$ cat config.mk
export PLATFORM = sky130hd
export DESIGN_NAME = enc_lookup_responder
export DESIGN_NICKNAME = d
export VERILOG_FILES = /design/src/rtl/enc_lookup_responder.sv
export SDC_FILE = /design/constraint.sdc
export NUM_CORES = 1
export LEC_CHECK = 0
export BUFFER_PORTS_ARGS = -buffer_cell sky130_fd_sc_hd__buf_4
export CORE_MARGIN = 10
export CORE_UTILIZATION = 50
export DETAILED_ROUTE_END_ITERATION = 8
export PLACE_DENSITY = 0.85
export SYNTH_ARGS = -nofsm -noshare
export SYNTH_HDL_FRONTEND = slang
export SYNTH_SLANG_ARGS = --single-unit
$ cat constraint.sdc
create_clock -name clk -period 8.9 [get_ports clk]
set_input_delay 0 -clock clk [delete_from_list [all_inputs] [get_ports clk]]
set_output_delay 0 -clock clk [all_outputs]
set_load 0.02 [all_outputs]
$ cat src/rtl/enc_lookup_responder.sv
// enc_lookup_responder: responder side of the hash-encoding row lookup.
// Takes a column-request bitmask for one table row, reads every requested feature from the
// row's feature SRAM in ascending column order, and packs them into return beats of up to
// FEAT_PER_BEAT lanes. Each beat carries ret_num, the number of valid lanes it holds.
//
// Ports:
//   clk, rst                 clock (posedge) and asynchronous active-high reset
//   req_valid/req_ready      request handshake; req_ready is high only while idle
//   req_mask                 bit i set = return the feature of column i
//   mem_rd_en/mem_rd_addr    SRAM read strobe and column index
//   mem_rd_data              SRAM read data, valid MEM_LAT cycles after mem_rd_en
//   ret_valid/ret_ready      return beat handshake
//   ret_data                 lane k = bits [k*DATA_WIDTH +: DATA_WIDTH], unused lanes zero
//   ret_num                  valid lanes in the beat, zero-extended
//   done                     one-cycle pulse once the request has been fully returned
module enc_lookup_responder #(
  parameter int unsigned TABLE_COL     = 128,
  parameter int unsigned DATA_WIDTH    = 32,
  parameter int unsigned FEAT_PER_BEAT = 4,
  parameter int unsigned MEM_LAT       = 2
) (
  input  logic                                clk,
  input  logic                                rst,
  input  logic                                req_valid,
  output logic                                req_ready,
  input  logic [TABLE_COL-1:0]                req_mask,
  output logic                                mem_rd_en,
  output logic [$clog2(TABLE_COL)-1:0]        mem_rd_addr,
  input  logic [DATA_WIDTH-1:0]               mem_rd_data,
  output logic                                ret_valid,
  input  logic                                ret_ready,
  output logic [FEAT_PER_BEAT*DATA_WIDTH-1:0] ret_data,
  output logic [DATA_WIDTH-1:0]               ret_num,
  output logic                                done
);

  localparam int unsigned AW = $clog2(TABLE_COL);
  localparam int unsigned CW = $clog2(FEAT_PER_BEAT + 1);
  localparam int unsigned BW = FEAT_PER_BEAT * DATA_WIDTH;

  typedef enum logic [1:0] {StIdle, StRun, StFin} state_e;

  state_e               state_q, state_d;
  logic [TABLE_COL-1:0] pending_q, pending_d;
  logic [CW-1:0]        inflight_q, inflight_d;
  logic [CW-1:0]        buf_cnt_q, buf_cnt_d;
  logic [BW-1:0]        buf_q, buf_d;
  logic                 held_q, held_d;
  logic [DATA_WIDTH-1:0] ret_num_q, ret_num_d;
  logic [MEM_LAT-1:0]   rd_pipe_q, rd_pipe_d;
  logic                 done_q, done_d;
  logic                 req_ready_q, req_ready_d;

  logic [AW-1:0] lsb_idx;
  logic          issue;
  logic          capture;
  logic          accept;

  // Lowest set bit of the pending mask: the next column to read.
  always_comb begin
    lsb_idx = '0;
    for (int i = int'(TABLE_COL) - 1; i >= 0; i--) begin
      if (pending_q[i]) lsb_idx = AW'(i);
    end
  end

  // Reads are bounded so every outstanding read has a free lane waiting for it; this is
  // what guarantees no capture ever lands in a held beat.
  assign issue   = (state_q == StRun) && (pending_q != '0) &&
                   ((32'(inflight_q) + 32'(buf_cnt_q)) < FEAT_PER_BEAT);
  assign capture = rd_pipe_q[MEM_LAT-1];
  assign accept  = held_q && ret_ready;

  always_comb begin
    state_d     = state_q;
    pending_d   = pending_q;
    buf_d       = buf_q;
    buf_cnt_d   = buf_cnt_q;
    held_d      = held_q;
    ret_num_d   = ret_num_q;
    rd_pipe_d   = (rd_pipe_q << 1) | MEM_LAT'(issue);
    inflight_d  = inflight_q + CW'(issue) - CW'(capture);

    if (issue) pending_d = pending_q & (pending_q - TABLE_COL'(1));

    if (accept) begin
      buf_d     = '0;
      buf_cnt_d = '0;
      held_d    = 1'b0;
      ret_num_d = '0;
    end

    if (capture) begin
      for (int k = 0; k < int'(FEAT_PER_BEAT); k++) begin
        if (buf_cnt_d == CW'(k)) buf_d[k*DATA_WIDTH +: DATA_WIDTH] = mem_rd_data;
      end
      buf_cnt_d = buf_cnt_d + CW'(1);
    end

    // A beat forms from next-state values so ret_valid rises right after the filling capture.
    if (!held_d && ((buf_cnt_d == CW'(FEAT_PER_BEAT)) ||
                    ((pending_d == '0) && (inflight_d == '0) && (buf_cnt_d != '0)))) begin
      held_d    = 1'b1;
      ret_num_d = DATA_WIDTH'(buf_cnt_d);
    end

    unique case (state_q)
      StIdle: begin
        if (req_valid) begin
          if (req_mask != '0) begin
            pending_d = req_mask;
            state_d   = StRun;
          end else begin
            state_d = StFin;
          end
        end
      end
      StRun: begin
        if ((pending_d == '0) && (inflight_d == '0) && (buf_cnt_d == '0) && !held_d) begin
          state_d = StFin;
        end
      end
      StFin:   state_d = StIdle;
      default: state_d = StIdle;
    endcase

    done_d      = (state_d == StFin);
    req_ready_d = (state_d == StIdle);
  end

  // Clearing rd_pipe on reset drops any reads still in flight in the SRAM.
  always_ff @(posedge clk or posedge rst) begin
    if (rst) begin
      state_q     <= StIdle;
      pending_q   <= '0;
      inflight_q  <= '0;
      buf_cnt_q   <= '0;
      buf_q       <= '0;
      held_q      <= 1'b0;
      ret_num_q   <= '0;
      rd_pipe_q   <= '0;
      done_q      <= 1'b0;
      req_ready_q <= 1'b1;
    end else begin
      state_q     <= state_d;
      pending_q   <= pending_d;
      inflight_q  <= inflight_d;
      buf_cnt_q   <= buf_cnt_d;
      buf_q       <= buf_d;
      held_q      <= held_d;
      ret_num_q   <= ret_num_d;
      rd_pipe_q   <= rd_pipe_d;
      done_q      <= done_d;
      req_ready_q <= req_ready_d;
    end
  end

  assign req_ready   = req_ready_q;
  assign mem_rd_en   = issue;
  assign mem_rd_addr = lsb_idx;
  assign ret_valid   = held_q;
  assign ret_data    = buf_q;
  assign ret_num     = ret_num_q;
  assign done        = done_q;

endmodule

==> results.cfg, run 1 <==
[layout]
final_common_cell = nand2_1
fin_nets = 2371
final_cell_mix = 380 x nand2_1, 330 x buf_4, 271 x dfrtp_1
drive_above_1_share_pct = 19.6
num-fill-cells = 2234
instances_no_fill = 2610
final_util_pct = 67.8
area_delta_synth_final_pct = 33.9

[clocking]
clock_latency_ps = 570
cts_root_buf = clkbuf_16
cts_tree = built
cts.clk_slew.worst_paths_ps = 60
cts_buffer_depth = 3
htreeDepth = 1
numCtsBuffers = 29
cts_sinks = 272

[die]
die_area_um2 = 37300
num_rows = 63
die_w_um = 193
die_h_um = 193
initial_utilization_pct = 50.6
ioPinCount = 335
coreArea_um2 = 29600

[sta]
worstMarginPinSlew_ps = 1390
period_minus_slack_ps = 6190
post-route-worst-setup-slack_ps = 2710
finalSetupViolCount = 0
finClkSkew_ps = 13.8
slew_viol_final = 0
hold_viol = 0
relSlewSlack_pct = 5.84
rsz0062_at_grt = no
fin_crit_sh_pct = 69.6
max_freq_mhz = 162
tns_ps = 0

[synth]
seq_area_frac_synth_pct = 45.4
yosysUniqueCellTypes = 82
synth-edff-count = 0
netlist_instances = 1773
avgSynthCellArea_um2 = 8.46
yosys_warnings = 0
synth_ff_type = dfrtp_1
ys_ff_latch = 272
netlist_area_um2 = 15000
synthArstFlopShare_pct = 100

[setup_path]
crit_path_top_delay_cell = or4_1
critPathRequiredTime_ps = 9380
cp_max_fo = 17
critPathLaunchType = register
crit_arrival_ps = 6670
criticalPathCategory = reg -> reg
cp_slowest_stage_delay_ps = 940
cp_common_cell = nand4_1
path_buf_inv = 2
crit_chain = nor4_2, nand4_1, or4_1, o21ai_1, inv_1, ha_1, inv_1, fa_1, xnor2_1, a221oi_1, nand4_1, nor4_1, nand4_1, nor4_2, o21ai_1, a221oi_2
crit_family = simple AND/OR/NAND/NOR gates
cp-end-kind = register

[global_routing]
grt_pass1_vias = 16800
grt-ovfl-total = 0
grt_util_all_layers_pct = 35.0
antenna_found_initial = 3
grt_pass1_wl_um = 105000
grt_start_max_net_pins = 130

[pwr]
finalPower_uw = 6270
power_density_nw_per_um2 = 312
switching_share_pct = 46.5
p_sw_uw = 2910
power.leakage_uw = 0.00894
clkPwrFrac_pct = 19.6
intPower_uw = 3360
peakVddDrop_uv = 216
power_frac_comb_pct = 45.1
seq_power_share_pct = 35.3

[detailed_routing]
avgRoutedWirePerCell_um = 26.4
remaining_drc_errors = 0
drt_iter0_drc = 2393
num_vias = 17100
routed_wl_um = 68900
firstDrtPassIters = 8
vias_per_cell = 6.56
ant_nets = 0

[placement]
dp_cells = 2393
preCtsSetupSlack_ps = 2810
gp_congestion = 1.04
dp_hpwl_um = 49200
io_buffers = 305

[status]
status = completed

[run]
drv_cap = 0

[worst_hold_path]
hold_class = in -> async
[sequential cells by signal (all words and copies together) (netlist names)]
register    cells
pending_q     128
ret_data      128
buf_cnt_q       3
inflight_q      3
ret_num         3
rd_pipe_q       2
state_q         2
done            1
req_ready       1
ret_valid       1
[per-layer routing]
| metal | routed length (um) | share of wire [%] | track usage [%] |
|---|---|---|---|
| met1 | 26100 | 38 | 43.5 |
| met2 | 31300 | 45 | 54.8 |
| met3 | 7070 | 10 | 8.45 |
| met4 | 4530 | 6.6 | 19.5 |
| met5 | 0 | 0 | 0 |
[logic make-up after synthesis]
logic type	after synthesis	share of synthesized area, %
compound gates	427	18.5
other cells	1	0.0250
xor+xnor	3	0.175
simple gates	891	29.7
fa+ha+maj	10	0.884
flops	272	45.4
mux	5	0.367
buf+inv	164	4.94
[worst paths after layout]
check | start | endpoint | slack, ps | depth (start not counted)
worst min-delay path | rst | ret_data[88]$_DFF_PP0_ | 160 | 3
worst min register to register | rd_pipe_q[0]$_DFF_PP0_ | rd_pipe_q[1]$_DFF_PP0_ | 390 | 0
min in group clk | req_valid | req_ready$_DFF_PP1_ | 170 | 3
worst max register to register | pending_q[48]$_DFF_PP0_ | ret_num[2]$_DFFE_PP0P_ | 2710 | 16
max in group asynchronous | rst | pending_q[19]$_DFF_PP0_ | 7160 | 4
worst max-delay path | pending_q[48]$_DFF_PP0_ | ret_num[2]$_DFFE_PP0P_ | 2710 | 16
[power by group through the flow]
| stage | sequential (uW) | clock [uW] | combinational (uW) |
|---|---|---|---|
| after detailed placement | 2190 | 0 | 2660 |
| after floorplan | 2240 | 0 | 1420 |
| after CTS | 2180 | 1230 | 2730 |
| after global placement | 2160 | 0 | 2630 |
| final | 2220 | 1230 | 2830 |
| after global routing | 2270 | 1290 | 3000 |
[layout make-up]
type	instances	area, um2	area share [%]
Multi-Input combinational cell	1365	7570	37.7
Sequential cell	272	6810	33.9
Timing Repair Buffer	493	4110	20.5
Inverter	36	143	0.710
Antenna cell	3	7.51	0.0374
Clock inverter	9	93.8	0.467
Tap cell	390	488	2.43
Clock buffer	42	865	4.30
[worst min-delay path: cells and delay by family]
family	cells	cell delay, ps
buffers and inverters	3	1240
[synthesized netlist by cell type (4+ instances only)]
| cell | number | area (um2) |
|---|---|---|
| a211oi_1 | 8 | 60.1 |
| a22o_1 | 33 | 289 |
| inv_1 | 36 | 135 |
| nor3_1 | 31 | 155 |
| o31ai_1 | 48 | 360 |
| o211ai_1 | 9 | 67.6 |
| mux2_2 | 4 | 45.0 |
| a21oi_1 | 37 | 185 |
| nor2_1 | 89 | 334 |
| a21o_1 | 7 | 52.6 |
| a31oi_1 | 5 | 31.3 |
| o41ai_1 | 22 | 193 |
| o2111ai_1 | 7 | 61.3 |
| nand2b_1 | 5 | 31.3 |
| and3_1 | 8 | 50.1 |
| nor2b_1 | 4 | 25.0 |
| clkbuf_1 | 88 | 330 |
| o21ai_0 | 189 | 946 |
| nor4_1 | 80 | 500 |
| nor3b_1 | 6 | 45.0 |
| or3_1 | 14 | 87.6 |
| buf_2 | 6 | 30.0 |
| o21bai_1 | 8 | 60.1 |
| nor4_2 | 12 | 150 |
| ha_1 | 9 | 113 |
| nand3_1 | 129 | 646 |
| nand4_1 | 66 | 413 |
| o21ai_1 | 6 | 30.0 |
| o22ai_1 | 5 | 31.3 |
| buf_4 | 29 | 218 |
| or4_4 | 4 | 45.0 |
| or2_2 | 9 | 56.3 |
| or4_1 | 29 | 218 |
| nand2_1 | 381 | 1430 |
| dfrtp_1 | 271 | 6780 |
[repair_timing]
action                    in CTS  in global routing
gates resized for setup        0                  0
buffers inserted               0                  0
hold endpoints to repair     388                  0
hold buffers                 163                  0
[stage by stage]
step	instance area, um2	hold WS, ps
floorplan	15100	51.6
global placement	17500	166
detailed placement	17500	170
CTS	20100	170
global route	20100	167
finish	20100	156
No activity file was read; power rests on OpenSTA's default activity.
==> run 2: changes to the inputs <==
--- a/config.mk
+++ b/config.mk
@@ -5,11 +5,12 @@
 export SDC_FILE = /design/constraint.sdc
 export NUM_CORES = 1
 export LEC_CHECK = 0
+export ABC_AREA = 1
 export BUFFER_PORTS_ARGS = -buffer_cell sky130_fd_sc_hd__buf_4
 export CORE_MARGIN = 10
 export CORE_UTILIZATION = 50
 export DETAILED_ROUTE_END_ITERATION = 8
-export PLACE_DENSITY = 0.85
+export PLACE_DENSITY = 0.84
 export SYNTH_ARGS = -nofsm -noshare
 export SYNTH_HDL_FRONTEND = slang
 export SYNTH_SLANG_ARGS = --single-unit
==> constraint.sdc (replaced) <==
create_clock -name clk -period 6.35 [get_ports clk]
set_input_delay 0 -clock clk [delete_from_list [all_inputs] [get_ports clk]]
set_output_delay 0 -clock clk [all_outputs]
set_load 0.02 [all_outputs]
==> run 2 against run 1 <==
The run now ends with setup timing left. Combinational power rose by 43%. Final area rose by 22%. Sequential share of layout area fell by 6.2 points. Critical path type is now reg -> out. Largest power group unchanged.
==> results.cfg, run 2 <==
[pwr]
power_density_nw_per_um2 = 347
peakVddDrop_uv = 395
power.leakage_uw = 0.0130
finalPower_uw = 8550

[sta]
max_freq_mhz = 131
finClkSkew_ps = 14.3
fin_crit_sh_pct = 120
tns_ps = -5980
hold_viol = 0
slew_viol_final = 0
post-route-worst-setup-slack_ps = -1290
period_minus_slack_ps = 7640
rsz0062_at_grt = yes
finalSetupViolCount = 9
worstMarginPinSlew_ps = 1240
relSlewSlack_pct = 16.9

[detailed_routing]
num_vias = 20300
ant_nets = 0
drt_iter0_drc = 2130
vias_per_cell = 5.49
routed_wl_um = 76300
avgRoutedWirePerCell_um = 20.6
firstDrtPassIters = 8
remaining_drc_errors = 0

[synth]
synthTopCellsByCount = 526 x inv_1, 386 x nor2_1, 375 x nand2_1
synthTopCellsByArea = dfrtp_1 42%, inv_1 12%, nor2_1 8.9%
synthArstFlopShare_pct = 100
yosys_warnings = 0
synthAdderAreaFrac_pct = 0.819
avgSynthCellArea_um2 = 6.77
synth-edff-count = 0
ys_ff_latch = 272
synth_compound_area_share_pct = 11.7
synth.mux.area_fraction_pct = 0.309
yosysUniqueCellTypes = 37
yosys.area_share.simple_pct = 29.2
synth_top_family_by_area = simple AND/OR/NAND/NOR gates
yosysTopAreaCell = dfrtp_1
synth_ff_type = dfrtp_1
synthXorXnorAreaFrac_pct = 0.162
synth_top_area_share_pct = 41.9
seq_area_frac_synth_pct = 42.0
synth.most_common_cell = inv_1
netlist_instances = 2392
netlist_area_um2 = 16200

[worst_hold_path]
hold_class = in -> reg
holdPathEnd = pending_q[70]$_DFF_PP0_
hold_depth = 4
hold_path_startpoint = req_mask[70]

[setup_path]
cp_common_cell = nand2_1
r2r-start = inflight_q[2]$_DFF_PP0_
cp_max_fo = 3
critPathLaunchType = register
timing.rr.end = ret_num[2]$_DFFE_PP0P_
cp_slowest_stage_delay_ps = 370
critPathRequiredTime_ps = 6350
criticalPathCategory = reg -> out
cp-end-kind = primary output
reg2regPathDepth = 44
r2r_setup_slack_ps = -740
crit_arrival_ps = 7640
crit_path_top_delay_cell = dfrtp_1

[global_routing]
grt_pass1_wl_um = 115000
grt_start_max_net_pins = 191
grt-ovfl-total = 0
grt_util_all_layers_pct = 36.9
antenna_found_initial = 11
grt_pass1_vias = 20600

[clocking]
htreeDepth = 1
numCtsBuffers = 29
cts_tree = built
clock_latency_ps = 590
cts_sinks = 272
cts_root_buf = clkbuf_16
cts.clk_slew.worst_paths_ps = 70
cts_buffer_depth = 3

[placement]
dp_cells = 3466
placed_cell_area_um2 = 21700
dp_hpwl_um = 53400
io_buffers = 305
preCtsSetupSlack_ps = -802
gp_congestion = 1.08

[layout]
instances_no_fill = 3699
drive_above_1_share_pct = 24.9
final_common_cell = buf_4
fin_nets = 3403
area_delta_synth_final_pct = 51.9
final_cell_mix = 708 x buf_4, 523 x inv_1, 375 x nor2_1
final_area_um2 = 24600

[status]
violations = setup timing
status = complete, but fails checks

[die]
die_h_um = 200
coreArea_um2 = 31800
die_area_um2 = 40000
initial_utilization_pct = 50.9
ioPinCount = 335
die_w_um = 200
num_rows = 65

[run]
drv_cap = 0
run 2: report_power, final:
group          internal (uW)  leakage, uW  switching (uW)
Combinational           1580      0.00901            2460
Sequential              2200      0.00346             349
Clock                   1140     0.000518             809
Total                   4920       0.0130            3620
run 2: cell type report:
type / instances / area [um2]
Antenna cell: 13 / 32.5
Clock buffer: 35 / 798
Clock inverter: 18 / 269
Fill cell: 2172 / 7200
Inverter: 537 / 2090
Multi-Input combinational cell: 1516 / 7080
Sequential cell: 272 / 6810
Tap cell: 435 / 544
Timing Repair Buffer: 873 / 6980
run 2: routing by layer:
layer	part of all wire (%)	GRT usage, %	vias up
li1	-	-	9157
met1	36	42.2	9496
met2	47	62.4	1302
met3	10	8.79	360
met4	6.9	20.8	2
met5	0.018	0	-
run 2: worst max-delay path by stage:
| stage | startpoint | end | cells after the start |
|---|---|---|---|
| final | pending_q[126]$_DFF_PP0_ | mem_rd_addr[0] | 129 |
| after global routing | pending_q[126]$_DFF_PP0_ | mem_rd_addr[0] | 129 |
| after CTS | pending_q[126]$_DFF_PP0_ | mem_rd_addr[0] | 129 |
| after detailed placement | inflight_q[2]$_DFF_PP0_ | ret_num[2]$_DFFE_PP0P_ | 45 |
| after global placement | inflight_q[2]$_DFF_PP0_ | ret_num[1]$_DFFE_PP0P_ | 45 |
| after floorplan | pending_q[126]$_DFF_PP0_ | mem_rd_addr[0] | 127 |
run 2: through the flow:
stage / util (%) / hold slack (ps)
2_1_floorplan: - / 117
3_3_place_gp: 68.3 / 13.1
3_5_place_dp: 68.3 / 17.2
4_1_cts: 76.9 / 161
5_1_grt: 77.3 / 204
6_report: 77.4 / 165
run 2: repair_timing:
| action | CTS | global route |
|---|---|---|
| hold endpoints to repair | 278 | 0 |
| buffers inserted | 0 | 3 |
| resized for setup | 0 | 32 |
| gates cloned | 0 | 0 |
| pin swaps | 0 | 2 |
| hold buffers | 164 | 0 |
| setup endpoints to repair | 10 | 21 |
run 2: worst max-delay path, delay by kind of cell (launching register included):
kind / cells / cell delay [ps]
AND/OR/NAND/NOR: 125 / 6150
flip-flops: 1 / 370
AO/OA/AOI/OAI: 1 / 110
buffers and inverters: 3 / 330
run 2: cells by family after synthesis:
group / after synthesis
xor gates and xnor gates: 3
other: 1
adders and majority gates: 10
buffers and inverters: 632
and+or+nand+nor: 1105
DFF: 272
AOI/OAI and AO/OA: 364
muxes: 5
